**config.mk**
```make
export PLATFORM = sky130hd
export DESIGN_NAME = cdb_arbiter_flat
export DESIGN_NICKNAME = d
export VERILOG_FILES = /design/src/rtl/cdb_pkg.sv /design/src/rtl/cdb_arbiter_if.sv /design/src/rtl/cdb_lrg_rank.sv /design/src/rtl/cdb_arbiter.sv /design/src/flat_wrapper.sv
export SDC_FILE = /design/constraint.sdc
export NUM_CORES = 1
export LEC_CHECK = 0
export ABC_AREA = 1
export BUFFER_PORTS_ARGS = -buffer_cell sky130_fd_sc_hd__buf_2
export CAP_MARGIN = 20
export CORE_MARGIN = 2
export CORE_UTILIZATION = 45
export DETAILED_ROUTE_END_ITERATION = 12
export PLACE_DENSITY = 0.78
export SLEW_MARGIN = 10
export SYNTH_ARGS = -nofsm -noshare
export SYNTH_HDL_FRONTEND = slang
export SYNTH_SLANG_ARGS = --single-unit
```
**constraint.sdc**
```tcl
create_clock -name clk -period 7 [get_ports clk]
set_input_delay 0.7 -clock clk [delete_from_list [all_inputs] [get_ports clk]]
set_output_delay 0.7 -clock clk [all_outputs]
set_load 0.02 [all_outputs]
```
**src/rtl/cdb_pkg.sv**
```systemverilog
// Shared widths and types for the Common Data Bus arbiter slice.
package cdb_pkg;

    localparam int CDB_NUM_FU = 4;
    localparam int TAG_W      = 6;
    localparam int DATA_W     = 32;
    localparam int SRC_W      = $clog2(CDB_NUM_FU);

    typedef logic [SRC_W-1:0] rank_t;

    typedef struct packed {
        logic              valid;
        logic [TAG_W-1:0]  tag;
        logic [DATA_W-1:0] data;
        logic              exc;
        rank_t             src;
    } cdb_pkt_t;

endpackage

```
**src/rtl/cdb_arbiter_if.sv**
```systemverilog
// Functional-unit result ports plus the registered CDB broadcast.
interface cdb_arbiter_if import cdb_pkg::*; #(
    parameter int NUM_FU = CDB_NUM_FU
);

    logic [NUM_FU-1:0]        i_fu_valid;
    logic [NUM_FU*TAG_W-1:0]  i_fu_tag;
    logic [NUM_FU*DATA_W-1:0] i_fu_data;
    logic [NUM_FU-1:0]        i_fu_exc;
    logic [NUM_FU-1:0]        o_fu_ready;
    logic                     i_cdb_stall;
    logic                     i_flush;
    logic                     o_cdb_valid;
    logic [TAG_W-1:0]         o_cdb_tag;
    logic [DATA_W-1:0]        o_cdb_data;
    logic                     o_cdb_exc;
    rank_t                    o_cdb_src;
    logic                     o_starve_err;

    modport master (
        output i_fu_valid, i_fu_tag, i_fu_data, i_fu_exc, i_cdb_stall, i_flush,
        input  o_fu_ready, o_cdb_valid, o_cdb_tag, o_cdb_data, o_cdb_exc,
               o_cdb_src, o_starve_err
    );

    modport slave (
        input  i_fu_valid, i_fu_tag, i_fu_data, i_fu_exc, i_cdb_stall, i_flush,
        output o_fu_ready, o_cdb_valid, o_cdb_tag, o_cdb_data, o_cdb_exc,
               o_cdb_src, o_starve_err
    );

endinterface

```
**src/rtl/cdb_lrg_rank.sv**
```systemverilog
// Least-recently-granted rank table: picks the valid requester with the lowest
// rank and moves the winner to the back of the order on each transfer.
module cdb_lrg_rank import cdb_pkg::*; #(
    parameter int NUM_FU = CDB_NUM_FU
) (
    input  logic              clk,
    input  logic              rstn,
    input  logic [NUM_FU-1:0] req,
    input  logic              xfer,
    output logic [NUM_FU-1:0] win_oh,
    output rank_t             win_idx
);

    rank_t rank [NUM_FU];
    rank_t best;
    logic  found;

    always_comb begin
        found   = 1'b0;
        best    = '0;
        win_idx = '0;
        for (int i = 0; i < NUM_FU; i++) begin
            if (req[i] && (!found || rank[i] < best)) begin
                found   = 1'b1;
                best    = rank[i];
                win_idx = rank_t'(i);
            end
        end
        win_oh = found ? (NUM_FU'(1) << win_idx) : '0;
    end

    // Ranks stay a permutation: everyone behind the winner moves up one slot.
    always_ff @(posedge clk or negedge rstn) begin
        if (!rstn) begin
            for (int i = 0; i < NUM_FU; i++) begin
                rank[i] <= rank_t'(i);
            end
        end else if (xfer) begin
            for (int i = 0; i < NUM_FU; i++) begin
                if (win_oh[i]) begin
                    rank[i] <= rank_t'(NUM_FU - 1);
                end else if (rank[i] > rank[win_idx]) begin
                    rank[i] <= rank[i] - rank_t'(1);
                end
            end
        end
    end

endmodule

```
**src/rtl/cdb_arbiter.sv**
```systemverilog
// CDB arbiter: gates the LRG winner with stall/flush, registers the broadcast
// and watches for requesters that wait too long.
module cdb_arbiter import cdb_pkg::*; #(
    parameter int NUM_FU = CDB_NUM_FU
) (
    input logic          clk,
    input logic          rstn,
    cdb_arbiter_if.slave bus
);

    localparam int CNT_W = $clog2(NUM_FU + 1);

    logic [NUM_FU-1:0] win_oh;
    logic [NUM_FU-1:0] ready;
    rank_t             win_idx;
    logic              grant_en;
    logic              xfer;
    cdb_pkt_t          cdb_q;
    logic [CNT_W-1:0]  wait_cnt [NUM_FU];
    logic              starve_hit;
    logic              starve_q;

    assign grant_en = !bus.i_cdb_stall && !bus.i_flush && (|bus.i_fu_valid);
    assign ready    = grant_en ? win_oh : '0;
    assign xfer     = |(bus.i_fu_valid & ready);

    cdb_lrg_rank #(.NUM_FU(NUM_FU)) u_rank (
        .clk     (clk),
        .rstn    (rstn),
        .req     (bus.i_fu_valid),
        .xfer    (xfer),
        .win_oh  (win_oh),
        .win_idx (win_idx)
    );

    // Payload holds its last value between pulses; only valid drops.
    always_ff @(posedge clk or negedge rstn) begin
        if (!rstn) begin
            cdb_q <= '0;
        end else if (xfer) begin
            cdb_q.valid <= 1'b1;
            cdb_q.tag   <= bus.i_fu_tag[win_idx*TAG_W +: TAG_W];
            cdb_q.data  <= bus.i_fu_data[win_idx*DATA_W +: DATA_W];
            cdb_q.exc   <= bus.i_fu_exc[win_idx];
            cdb_q.src   <= win_idx;
        end else begin
            cdb_q.valid <= 1'b0;
        end
    end

    always_comb begin
        starve_hit = 1'b0;
        for (int i = 0; i < NUM_FU; i++) begin
            if (wait_cnt[i] == CNT_W'(NUM_FU)) begin
                starve_hit = 1'b1;
            end
        end
    end

    // Stall freezes the counters; flush discards all waiting history.
    always_ff @(posedge clk or negedge rstn) begin
        if (!rstn) begin
            for (int i = 0; i < NUM_FU; i++) begin
                wait_cnt[i] <= '0;
            end
            starve_q <= 1'b0;
        end else begin
            for (int i = 0; i < NUM_FU; i++) begin
                if (bus.i_flush || !bus.i_fu_valid[i] || ready[i]) begin
                    wait_cnt[i] <= '0;
                end else if (!bus.i_cdb_stall && wait_cnt[i] != CNT_W'(NUM_FU)) begin
                    wait_cnt[i] <= wait_cnt[i] + CNT_W'(1);
                end
            end
            starve_q <= starve_q | starve_hit;
        end
    end

    assign bus.o_fu_ready   = ready;
    assign bus.o_cdb_valid  = cdb_q.valid;
    assign bus.o_cdb_tag    = cdb_q.tag;
    assign bus.o_cdb_data   = cdb_q.data;
    assign bus.o_cdb_exc    = cdb_q.exc;
    assign bus.o_cdb_src    = cdb_q.src;
    assign bus.o_starve_err = starve_q;

endmodule

```
**src/flat_wrapper.sv**
```systemverilog
// flat-port wrapper written by rule: the top's interface ports become plain ports
module cdb_arbiter_flat import cdb_pkg::*;
#(
    parameter int NUM_FU = CDB_NUM_FU
)
  (clk, rstn, bus_i_fu_valid, bus_i_fu_tag, bus_i_fu_data, bus_i_fu_exc, bus_i_cdb_stall, bus_i_flush, bus_o_fu_ready, bus_o_cdb_valid, bus_o_cdb_tag, bus_o_cdb_data, bus_o_cdb_exc, bus_o_cdb_src, bus_o_starve_err);
  cdb_arbiter_if #(.NUM_FU(NUM_FU)) bus_i ();
  input logic clk;
  input logic rstn;
  input wire logic [$bits(bus_i.i_fu_valid)-1:0] bus_i_fu_valid;
  input wire logic [$bits(bus_i.i_fu_tag)-1:0] bus_i_fu_tag;
  input wire logic [$bits(bus_i.i_fu_data)-1:0] bus_i_fu_data;
  input wire logic [$bits(bus_i.i_fu_exc)-1:0] bus_i_fu_exc;
  input wire logic [$bits(bus_i.i_cdb_stall)-1:0] bus_i_cdb_stall;
  input wire logic [$bits(bus_i.i_flush)-1:0] bus_i_flush;
  output wire logic [$bits(bus_i.o_fu_ready)-1:0] bus_o_fu_ready;
  output wire logic [$bits(bus_i.o_cdb_valid)-1:0] bus_o_cdb_valid;
  output wire logic [$bits(bus_i.o_cdb_tag)-1:0] bus_o_cdb_tag;
  output wire logic [$bits(bus_i.o_cdb_data)-1:0] bus_o_cdb_data;
  output wire logic [$bits(bus_i.o_cdb_exc)-1:0] bus_o_cdb_exc;
  output wire logic [$bits(bus_i.o_cdb_src)-1:0] bus_o_cdb_src;
  output wire logic [$bits(bus_i.o_starve_err)-1:0] bus_o_starve_err;
  assign bus_i.i_fu_valid = bus_i_fu_valid;
  assign bus_i.i_fu_tag = bus_i_fu_tag;
  assign bus_i.i_fu_data = bus_i_fu_data;
  assign bus_i.i_fu_exc = bus_i_fu_exc;
  assign bus_i.i_cdb_stall = bus_i_cdb_stall;
  assign bus_i.i_flush = bus_i_flush;
  assign bus_o_fu_ready = bus_i.o_fu_ready;
  assign bus_o_cdb_valid = bus_i.o_cdb_valid;
  assign bus_o_cdb_tag = bus_i.o_cdb_tag;
  assign bus_o_cdb_data = bus_i.o_cdb_data;
  assign bus_o_cdb_exc = bus_i.o_cdb_exc;
  assign bus_o_cdb_src = bus_i.o_cdb_src;
  assign bus_o_starve_err = bus_i.o_starve_err;
  cdb_arbiter #(.NUM_FU(NUM_FU)) u_core (.clk(clk), .rstn(rstn), .bus(bus_i));
endmodule
```
==> results of run 1 <==
## logic make-up after synthesis
| kind of cell | synth area share |
|---|---|
| compound gates | 0.168 |
| xor+xnor | 0.00391 |
| fa+ha+maj | 0.0419 |
| buf+inv | 0.104 |
| flops | 0.353 |
| simple gates | 0.328 |
## cell usage in the layout (no fill, tap or decap)
master / Yosys / routed
a31oi_1: 1 / 1
inv_2: 5 / 6
or2_0: 9 / 9
nand4_2: 1 / 1
nand2_1: 130 / 130
a211oi_2: 1 / 1
o211ai_1: 26 / 26
dfrtp_1: 59 / 59
xor2_1: 2 / 2
o21ai_2: 9 / 9
nand2_2: 5 / 5
a211oi_1: 3 / 3
o211ai_2: 1 / 1
or2_2: 19 / 19
clkbuf_1: 12 / 1
nand2_4: 3 / 3
o21ai_0: 17 / 17
dfstp_2: 4 / 4
buf_4: 3 / 3
buf_2: 11 / 210
ha_1: 15 / 15
clkinv_2: 0 / 1
o21ai_1: 38 / 38
a21oi_1: 30 / 30
nand4_1: 16 / 16
nor2_4: 2 / 3
bufinv_16: 0 / 1
or2_1: 14 / 14
nor3_1: 4 / 4
nand3_1: 67 / 67
clkinvlp_4: 0 / 1
nor2_1: 42 / 42
inv_1: 67 / 66
clkbuf_8: 0 / 11
## worst min path at each step
stage	startpoint	cells past startpoint	slack [ps]	to
2_1_floorplan	rstn	0	400	u_core.bus.o_cdb_data[0]
3_5_place_dp	u_core.bus.o_cdb_src[0]	2	470	u_core.bus.o_cdb_src[0]
6_report	u_core.bus.o_cdb_src[0]	2	480	u_core.bus.o_cdb_src[0]
3_3_place_gp	u_core.bus.o_cdb_src[0]	2	460	u_core.bus.o_cdb_src[0]
4_1_cts	u_core.bus.o_cdb_src[0]	2	480	u_core.bus.o_cdb_src[0]
5_1_grt	u_core.bus.o_cdb_src[1]	2	500	u_core.bus.o_cdb_src[1]
## critical path: stages
cell and delay (ps):
buf_2 150, nand2_1 70, ha_1 270, nand2_1 50
nand2_1 50, nand2_1 70, nand2_2 140, nor2_1 80
a31oi_1 220, ha_1 280, nand2_1 70, nand2_1 50
nand2_2 80, nand2_4 90, nand2_1 60, o21ai_0 80
ha_1 280, nand2_1 50, nand2_1 60, nand2_2 70
nand2_4 550, nand2_4 290, nor2_4 140, buf_4 410
nand2_1 160, inv_1 70, buf_2 160
## sequential cells by signal, indices dropped and copies added (netlist names)
register	flops
u_core.bus.o_cdb_data	32
u_core.bus.o_cdb_exc	1
u_core.bus.o_cdb_src	2
u_core.bus.o_cdb_tag	6
u_core.bus.o_cdb_valid	1
u_core.bus.o_starve_err	1
u_core.u_rank.rank	8
u_core.wait_cnt	12
## per-layer routing
layer  vias up  global-route usage
met2       185               0.423
met4         0              0.0753
met1      2129               0.285
li1       2437                   -
met3        19              0.0541
met5         -                   0
## synthesized netlist by cell type, types with 9 or more instances
cell type,count
buf_2,11
o21ai_0,17
nor2_1,42
or2_2,19
ha_1,15
inv_1,67
o21ai_2,9
nand3_1,67
o21ai_1,38
nand4_1,16
a21oi_1,30
o211ai_1,26
or2_0,9
or2_1,14
nand2_1,130
dfrtp_1,59
clkbuf_1,12
## area by class of cell
class                   instances  share of cell area
well taps                     133              0.0291
flip-flops and latches         63               0.276
clock inverters                 3             0.00743
inverters                      72              0.0472
multi-input cells             456               0.425
clock buffers                  12              0.0271
repair buffers                213               0.188
## power by group
part / switching, uW / internal, uW / leakage (uW)
registers: 91.1 / 510 / 0.000739
clock network: 136 / 182 / 0.0000985
logic: 886 / 457 / 0.00212
## stage by stage
stage	instance area (um2)	hold slack, ps	power, uW	std cells
after floorplan	4480	404	1630	625
after global placement	5530	464	1920	937
after detailed placement	5530	468	1950	937
after CTS	5720	485	2280	952
after global routing	5720	501	2480	952
final	5720	480	2260	952
==> metrics, run 1 <==
outcome complete, no violations; RSZ-0062 raised after global routing no; Tcrit/Tclk final 0.780; met1 WL 5350 um; Tmin final 5460 ps; Worst Setup SP bus_i_fu_valid[0]; FP Rows 36; peak supply drop 0.253 mV; critical path arrival 4760 ps; IO Port Bufs 210; YS warnings 0; HP Class reg -> reg; grt ovf 0; Routed WL 12700 um; ys async rst share 1.00; num ports 211; placer congestion estimate 0.876; Slew Limit Fails 0; Sequential cell area 1580 um2; worst-path fanout max 69; CTS tree done; worst slew pin tran 1030 ps; required time worst endpoint 6300 ps; Max-Cap Viols 0; wire length on met2 6190 um; htree depth 3; Post-synth top flop dfrtp_1; Via density 5.01; first-pass GRT wire length 21200 um; First-pass DRT Iterations 6; placed wire-length estimate 9170 um; Die H 104 um; Core Area 9730 um2; final setup fails 0; Die Wd 104 um; number of synthesized flops with an enable pin 0; drt wl/cell 13.3 um; worst r2r src u_core.u_rank.rank[7]; Seq/Total Area, Yosys 0.353; final hold vios 0; area of the multi-input gates 2430 um2; Starting DRT DRC Count 310; routed wire length on met3 928 um; CTS Buf Count 9; Worst R2R End u_core.u_rank.rank[5]; vias in the first global route 4581; Post-CTS Resized 0; Die Area 10800 um2; relative slew slack 0.312; worst reg-to-reg setup slack 1630 ps; Final nets 994; clk_lat worst skew 330 ps; largest net degree at the start of global routing 92; Synth top area share 0.330; largest area contributor in the netlist dfrtp_1; flops & latches, synth 63; Post-CTS Setup Inserts 0; Synth Cell Area 4480 um2; Syn Nets 804; Clock transition at path regs 60 ps; crit path kind in -> out; Critical Path Start Type input port; final worst slack 1540 ps; Final ANT Viol Nets 0; count of different cell masters after synthesis 33; syn avg cell area 7.16 um2; Root Driver clkbuf_8; FF-to-FF path depth 33; Worst Setup End Kind output pin; routed vias 4770; Synth area leaders dfrtp_1, nand2_1, nand3_1; CTS Hold Bufs 0; fillcell total 944; clock buffer depth 2; total track usage 0.238; setup slack at placement 1290 ps; initial antenna violation count 0; worst clock skew 6.84 ps; power per cell area 395 nW/um2; Max Freq 183 MHz; DRC errors left 0; Mapped Cells 625; Leak 0.00296 uW; Finished Core Util 0.588; Initial Util 0.460; Ant. Diodes 0; Sink Count 63; DR top layer met4; share of layout cells above drive strength 1 0.341; TNS Setup 0 ps; Area Overhead vs Synth 27.8%; Setup crit end bus_o_fu_ready[0]
No activity file was read; power rests on OpenSTA's default activity.
==> run 2, diff against run 1 <==
--- a/config.mk
+++ b/config.mk
@@ -9,7 +9,7 @@
 export BUFFER_PORTS_ARGS = -buffer_cell sky130_fd_sc_hd__buf_2
 export CAP_MARGIN = 20
 export CORE_MARGIN = 2
-export CORE_UTILIZATION = 45
+export CORE_UTILIZATION = 43
 export DETAILED_ROUTE_END_ITERATION = 12
 export PLACE_DENSITY = 0.78
 export SLEW_MARGIN = 10
==> constraint.sdc (replaced) <==
create_clock -name clk -period 4.62 [get_ports clk]
set_input_delay 0.462 -clock clk [delete_from_list [all_inputs] [get_ports clk]]
set_output_delay 0.462 -clock clk [all_outputs]
set_load 0.02 [all_outputs]
==> run 2 against run 1 <==
Effect of this change: sequential cell count unchanged; via count up 1.8%; critical path type is now reg -> out; largest power group unchanged; non-clock buffer count up 7.
==> metrics, run 2 (synthesis results as in run 1) <==
Clock transition at path regs 70 ps; most frequent cells in the layout buf_2, nand2_1, nand3_1; Sw Share 0.483; RSZ-0062 raised after global routing no; FF-to-FF path depth 30; Routed WL 12700 um; area of the multi-input gates 2430 um2; htree depth 3; Int Pwr 1840 uW; critical path arrival 3790 ps; Initial Util 0.438; final hold vios 0; TNS Setup 0 ps; placed wire-length estimate 9390 um; Via density 5.04; clock buffer depth 2; Die H 106 um; Tcrit/Tclk final 0.921; Worst Setup End Kind output pin; worst r2r src u_core.u_rank.rank[7]; Final nets 1001; Die Area 11200 um2; first-pass GRT wire length 20900 um; grt ovf 0; total power 3550 uW; outcome complete, no violations; Clock power frac 0.151; total track usage 0.231; vias in the first global route 4473; Critical Path Start Type flip-flop; DRC errors left 0; worst reg-to-reg setup slack 420 ps; Starting DRT DRC Count 349; IO Port Bufs 210; CTS Buf Count 9; FP Rows 37; setup slack at placement 271 ps; Die Wd 106 um; relative slew slack 0.391; num ports 211; Max-Cap Viols 0; fillcell total 1014; Worst R2R End u_core.u_rank.rank[2]; worst slew pin tran 912 ps; placer congestion estimate 0.951; Post-CTS Setup Inserts 0; peak supply drop 0.263 mV; sequential share of power 0.255; Core Area 10200 um2; HP Class in -> async; Post-DP Area 5580 um2; largest net degree at the start of global routing 64; max FFs per register 32; final setup fails 0; Final ANT Viol Nets 0; required time worst endpoint 4160 ps; initial antenna violation count 0; Sink Count 63; power per cell area 611 nW/um2; CTS Hold Bufs 0; post-route insts no fill 963; worst clock skew 9.43 ps; routed vias 4855; sw power 1710 uW; First-pass DRT Iterations 5; Tmin final 4250 ps; drt wl/cell 13.2 um; clk_lat worst skew 330 ps; Leak 0.00301 uW; Post-CTS Resized 0; Design Area, Final 5810 um2; Area Overhead vs Synth 29.8%; combinational power share 0.594; Max Freq 235 MHz; most common cell after layout, fill and taps aside buf_2; Slew Limit Fails 0; CTS tree done; Root Driver clkbuf_8; final worst slack 366 ps; crit path kind reg -> out; Post-Place Cells 947; worst-path fanout max 40; Ant. Diodes 0; share of layout cells above drive strength 1 0.347; Sequential cell area 1580 um2
## run 2: changes by cell type in the layout (fill, tap and decap cells not counted), sizes merged
cell,delta
buf,+7
bufinv,+1
clkbuf,+1
clkinvlp,-1
## run 2: through the flow
stage,hold slack (ps),utilization
after floorplan,166,-
after global placement,467,0.546
after detailed placement,476,0.546
after CTS,316,0.567
after global routing,366,0.568
final,291,0.568
## run 2: final cells by class
cell class | instances | share of cell area
timing repair buffer | 220 | 0.194
inverter | 72 | 0.0465
tap | 136 | 0.0293
clock buffer | 13 | 0.0273
multi-input combinational | 456 | 0.419
clock inverter | 3 | 0.0112
sequential | 63 | 0.272
## run 2: layer usage
layer,vias to the layer above,part of all wire,GRT usage
li1,2453,-,-
met1,2185,0.43,0.284
met2,205,0.49,0.410
met3,12,0.071,0.0405
met4,0,0.013,0.0771
met5,-,0,0
## run 2: worst max-delay path by stage
stage | startpoint | end | slack, ps | depth (start not counted)
5_1_grt | u_core.u_rank.rank[7] | u_core.u_rank.rank[5] | 8 | 30
3_5_place_dp | bus_i_fu_valid[0] | u_core.u_rank.rank[2] | 270 | 31
6_report | u_core.u_rank.rank[7] | bus_o_fu_ready[0] | 370 | 26
3_3_place_gp | bus_i_fu_valid[0] | bus_o_fu_ready[0] | 460 | 27
4_1_cts | u_core.u_rank.rank[7] | bus_o_fu_ready[0] | 160 | 26
2_1_floorplan | bus_i_fu_valid[0] | u_core.u_rank.rank[7] | 690 | 33
## run 2: critical path: stages (launching register included)
cell     delay [ps]
dfrtp_2         430
nand2_1          80
ha_1            270
nand2_1          50
nand2_1          50
nand2_1          70
nand2_2         140
nor2_1           80
a31oi_1         190
ha_1            260
nand2_1          70
nand2_1          60
nand2_2          80
nand2_4          90
nand2_1          60
o21ai_0          90
ha_1            280
nand2_1          50
nand2_1          60
nand2_2          70
nand2_4         130
nand2_4          70
nor2_4           90
buf_6           290
nand2_1         110
inv_1            80
buf_2           160
## run 2: power by group through the flow
stage	sequential [uW]	combinational, uW	clock, uW
after global routing	937	2380	580
after global placement	906	2070	0
final	905	2110	536
after floorplan	1100	1360	0
after detailed placement	908	2110	0
after CTS	904	2120	556
==> run 3, diff against run 2 <==
--- a/config.mk
+++ b/config.mk
@@ -8,11 +8,14 @@
 export ABC_AREA = 1
 export BUFFER_PORTS_ARGS = -buffer_cell sky130_fd_sc_hd__buf_2
 export CAP_MARGIN = 20
+export CORE_ASPECT_RATIO = 0.9
 export CORE_MARGIN = 2
 export CORE_UTILIZATION = 43
 export DETAILED_ROUTE_END_ITERATION = 12
+export GPL_TIMING_DRIVEN = 0
 export PLACE_DENSITY = 0.78
 export SLEW_MARGIN = 10
 export SYNTH_ARGS = -nofsm -noshare
 export SYNTH_HDL_FRONTEND = slang
 export SYNTH_SLANG_ARGS = --single-unit
+export TNS_END_PERCENT = 50
==> run 3 against run 2 <==
Effect of this change: non-clock buffer count increased by 32; clock-buffer cell count decreased by 2; die area about the same; clock skew decreased by 1.8 ps; total power increased by 7.7%; largest power group unchanged.
==> metrics, run 3 (synthesis results as in run 1) <==
outcome complete, no violations; placed wire-length estimate 10800 um; final hold vios 0; Slew Limit Fails 0; clock buffer depth 2; largest net degree at the start of global routing 64; CTS tree done; Die Area 11200 um2; worst slew pin tran 763 ps; DRC errors left 0; most frequent cells in the layout buf_2, nand2_1, nand3_1; CP max stage cell dfrtp_2; Tcrit/Tclk final 0.934; grt ovf 0; Sw Share 0.479; Die H 101 um; first-pass GRT wire length 22100 um; Worst Setup End Kind flip-flop; First-pass DRT Iterations 5; Worst R2R End u_core.u_rank.rank[5]; Initial Util 0.439; Routed WL 13900 um; CTS Buf Count 9; share of layout cells above drive strength 1 0.359; HP Class in -> async; Int Pwr 1990 uW; Max stage delay on crit path 420 ps; Root Driver clkbuf_16; relative slew slack 0.488; Max Freq 232 MHz; TNS Setup 0 ps; Max-Cap Viols 0; Top cell by count, worst path nand2_1; peak supply drop 0.308 mV; FF-to-FF path depth 32; Sink Count 63; Starting DRT DRC Count 241; IO Port Bufs 210; worst r2r src u_core.u_rank.rank[7]; Ant. Diodes 0; fillcell total 988; worst clock skew 7.60 ps; initial antenna violation count 0; total power 3820 uW; routed vias 4962; Area Overhead vs Synth 35.5%; sw power 1830 uW; htree depth 3; Tmin final 4310 ps; placer congestion estimate 0.889; Die Wd 112 um; num ports 211; Via density 5.02; Clock power frac 0.157; Clock transition at path regs 60 ps; FP Rows 35; Finished Core Util 0.595; Critical Path Start Type flip-flop; setup slack at placement -109 ps; Leak 0.00314 uW; power per cell area 630 nW/um2; combinational power share 0.605; worst-path fanout max 10; Core Area 10200 um2; most common cell after layout, fill and taps aside buf_2; sequential share of power 0.238; clk_lat worst skew 330 ps; final setup fails 0; vias in the first global route 4624; worst reg-to-reg setup slack 310 ps; Final nets 1033; crit path kind reg -> reg; total track usage 0.244; critical path arrival 4530 ps; max FFs per register 32; drt wl/cell 14.0 um; CTS Hold Bufs 0; WHS 130 ps; required time worst endpoint 4830 ps; final worst slack 306 ps; Final ANT Viol Nets 0
[run 3: cell types whose count changed in the layout (fill, tap and decap cells not counted), moves of 3 or more]
cell and change:
o21ai_1 +3, buf_4 +3, clkbuf_1 +12, clkbuf_16 +9, buf_6 +4, clkinv_2 +3, clkbuf_8 -11, buf_2 +8
o21ai_0 -3
[run 3: final cells by class]
type                       count  area [um2]  share of cell area
sequential                    63        1580               0.261
clock inverter                 5        27.5             0.00454
buffer                        34         214              0.0353
inverter                      72         270              0.0445
multi-input combinational    456        2440               0.403
tap                          129         161              0.0266
clock buffer                  11         233              0.0384
timing repair buffer         218        1130               0.187
[run 3: per-stage QoR]
step / area [um2] / cells
after floorplan: 4480 / 625
after global placement: 5690 / 964
after detailed placement: 5720 / 965
after CTS: 5980 / 981
after global routing: 6070 / 988
final: 6070 / 988
[run 3: how the worst max path moves through the flow]
stage / end / slack (ps) / depth (start not counted) / start
after floorplan: u_core.u_rank.rank[7] / 690 / 33 / bus_i_fu_valid[0]
after global placement: u_core.u_rank.rank[5] / -40 / 34 / bus_i_fu_valid[0]
after detailed placement: u_core.u_rank.rank[5] / -110 / 34 / bus_i_fu_valid[0]
after CTS: u_core.u_rank.rank[5] / 40 / 33 / u_core.u_rank.rank[7]
after global routing: u_core.u_rank.rank[2] / -20 / 33 / u_core.u_rank.rank[7]
final: u_core.u_rank.rank[5] / 310 / 32 / u_core.u_rank.rank[7]
[run 3: repair_timing]
| action | CTS | global route |
|---|---|---|
| endpoints found under the setup margin | 0 | 9 |
| buffers inserted | 0 | 7 |
| resized for setup | 0 | 16 |
[run 3: power by group through the flow]
stage / sequential (uW) / clock, uW / combinational, uW
after floorplan: 1100 / 0 / 1360
after global placement: 903 / 0 / 2180
after detailed placement: 905 / 0 / 2220
after CTS: 905 / 612 / 2220
after global routing: 935 / 636 / 2590
final: 908 / 601 / 2310
[run 3: routing by layer]
layer,global-route usage,vias up,share of wire
met1,0.312,2213,0.44
met3,0.0571,17,0.078
met5,0,-,0
met2,0.422,208,0.47
li1,-,2524,-
met4,0.0598,0,0.014
[run 3: worst max-delay path, delay by kind of cell, from the launching register on]
family	cells	cell delay [ps]
AO/OA/AOI/OAI	5	700
adder cells (fa/ha/maj)	4	1060
buffers and inverters	3	470
flip-flops	1	420
AND/OR/NAND/NOR	20	1540
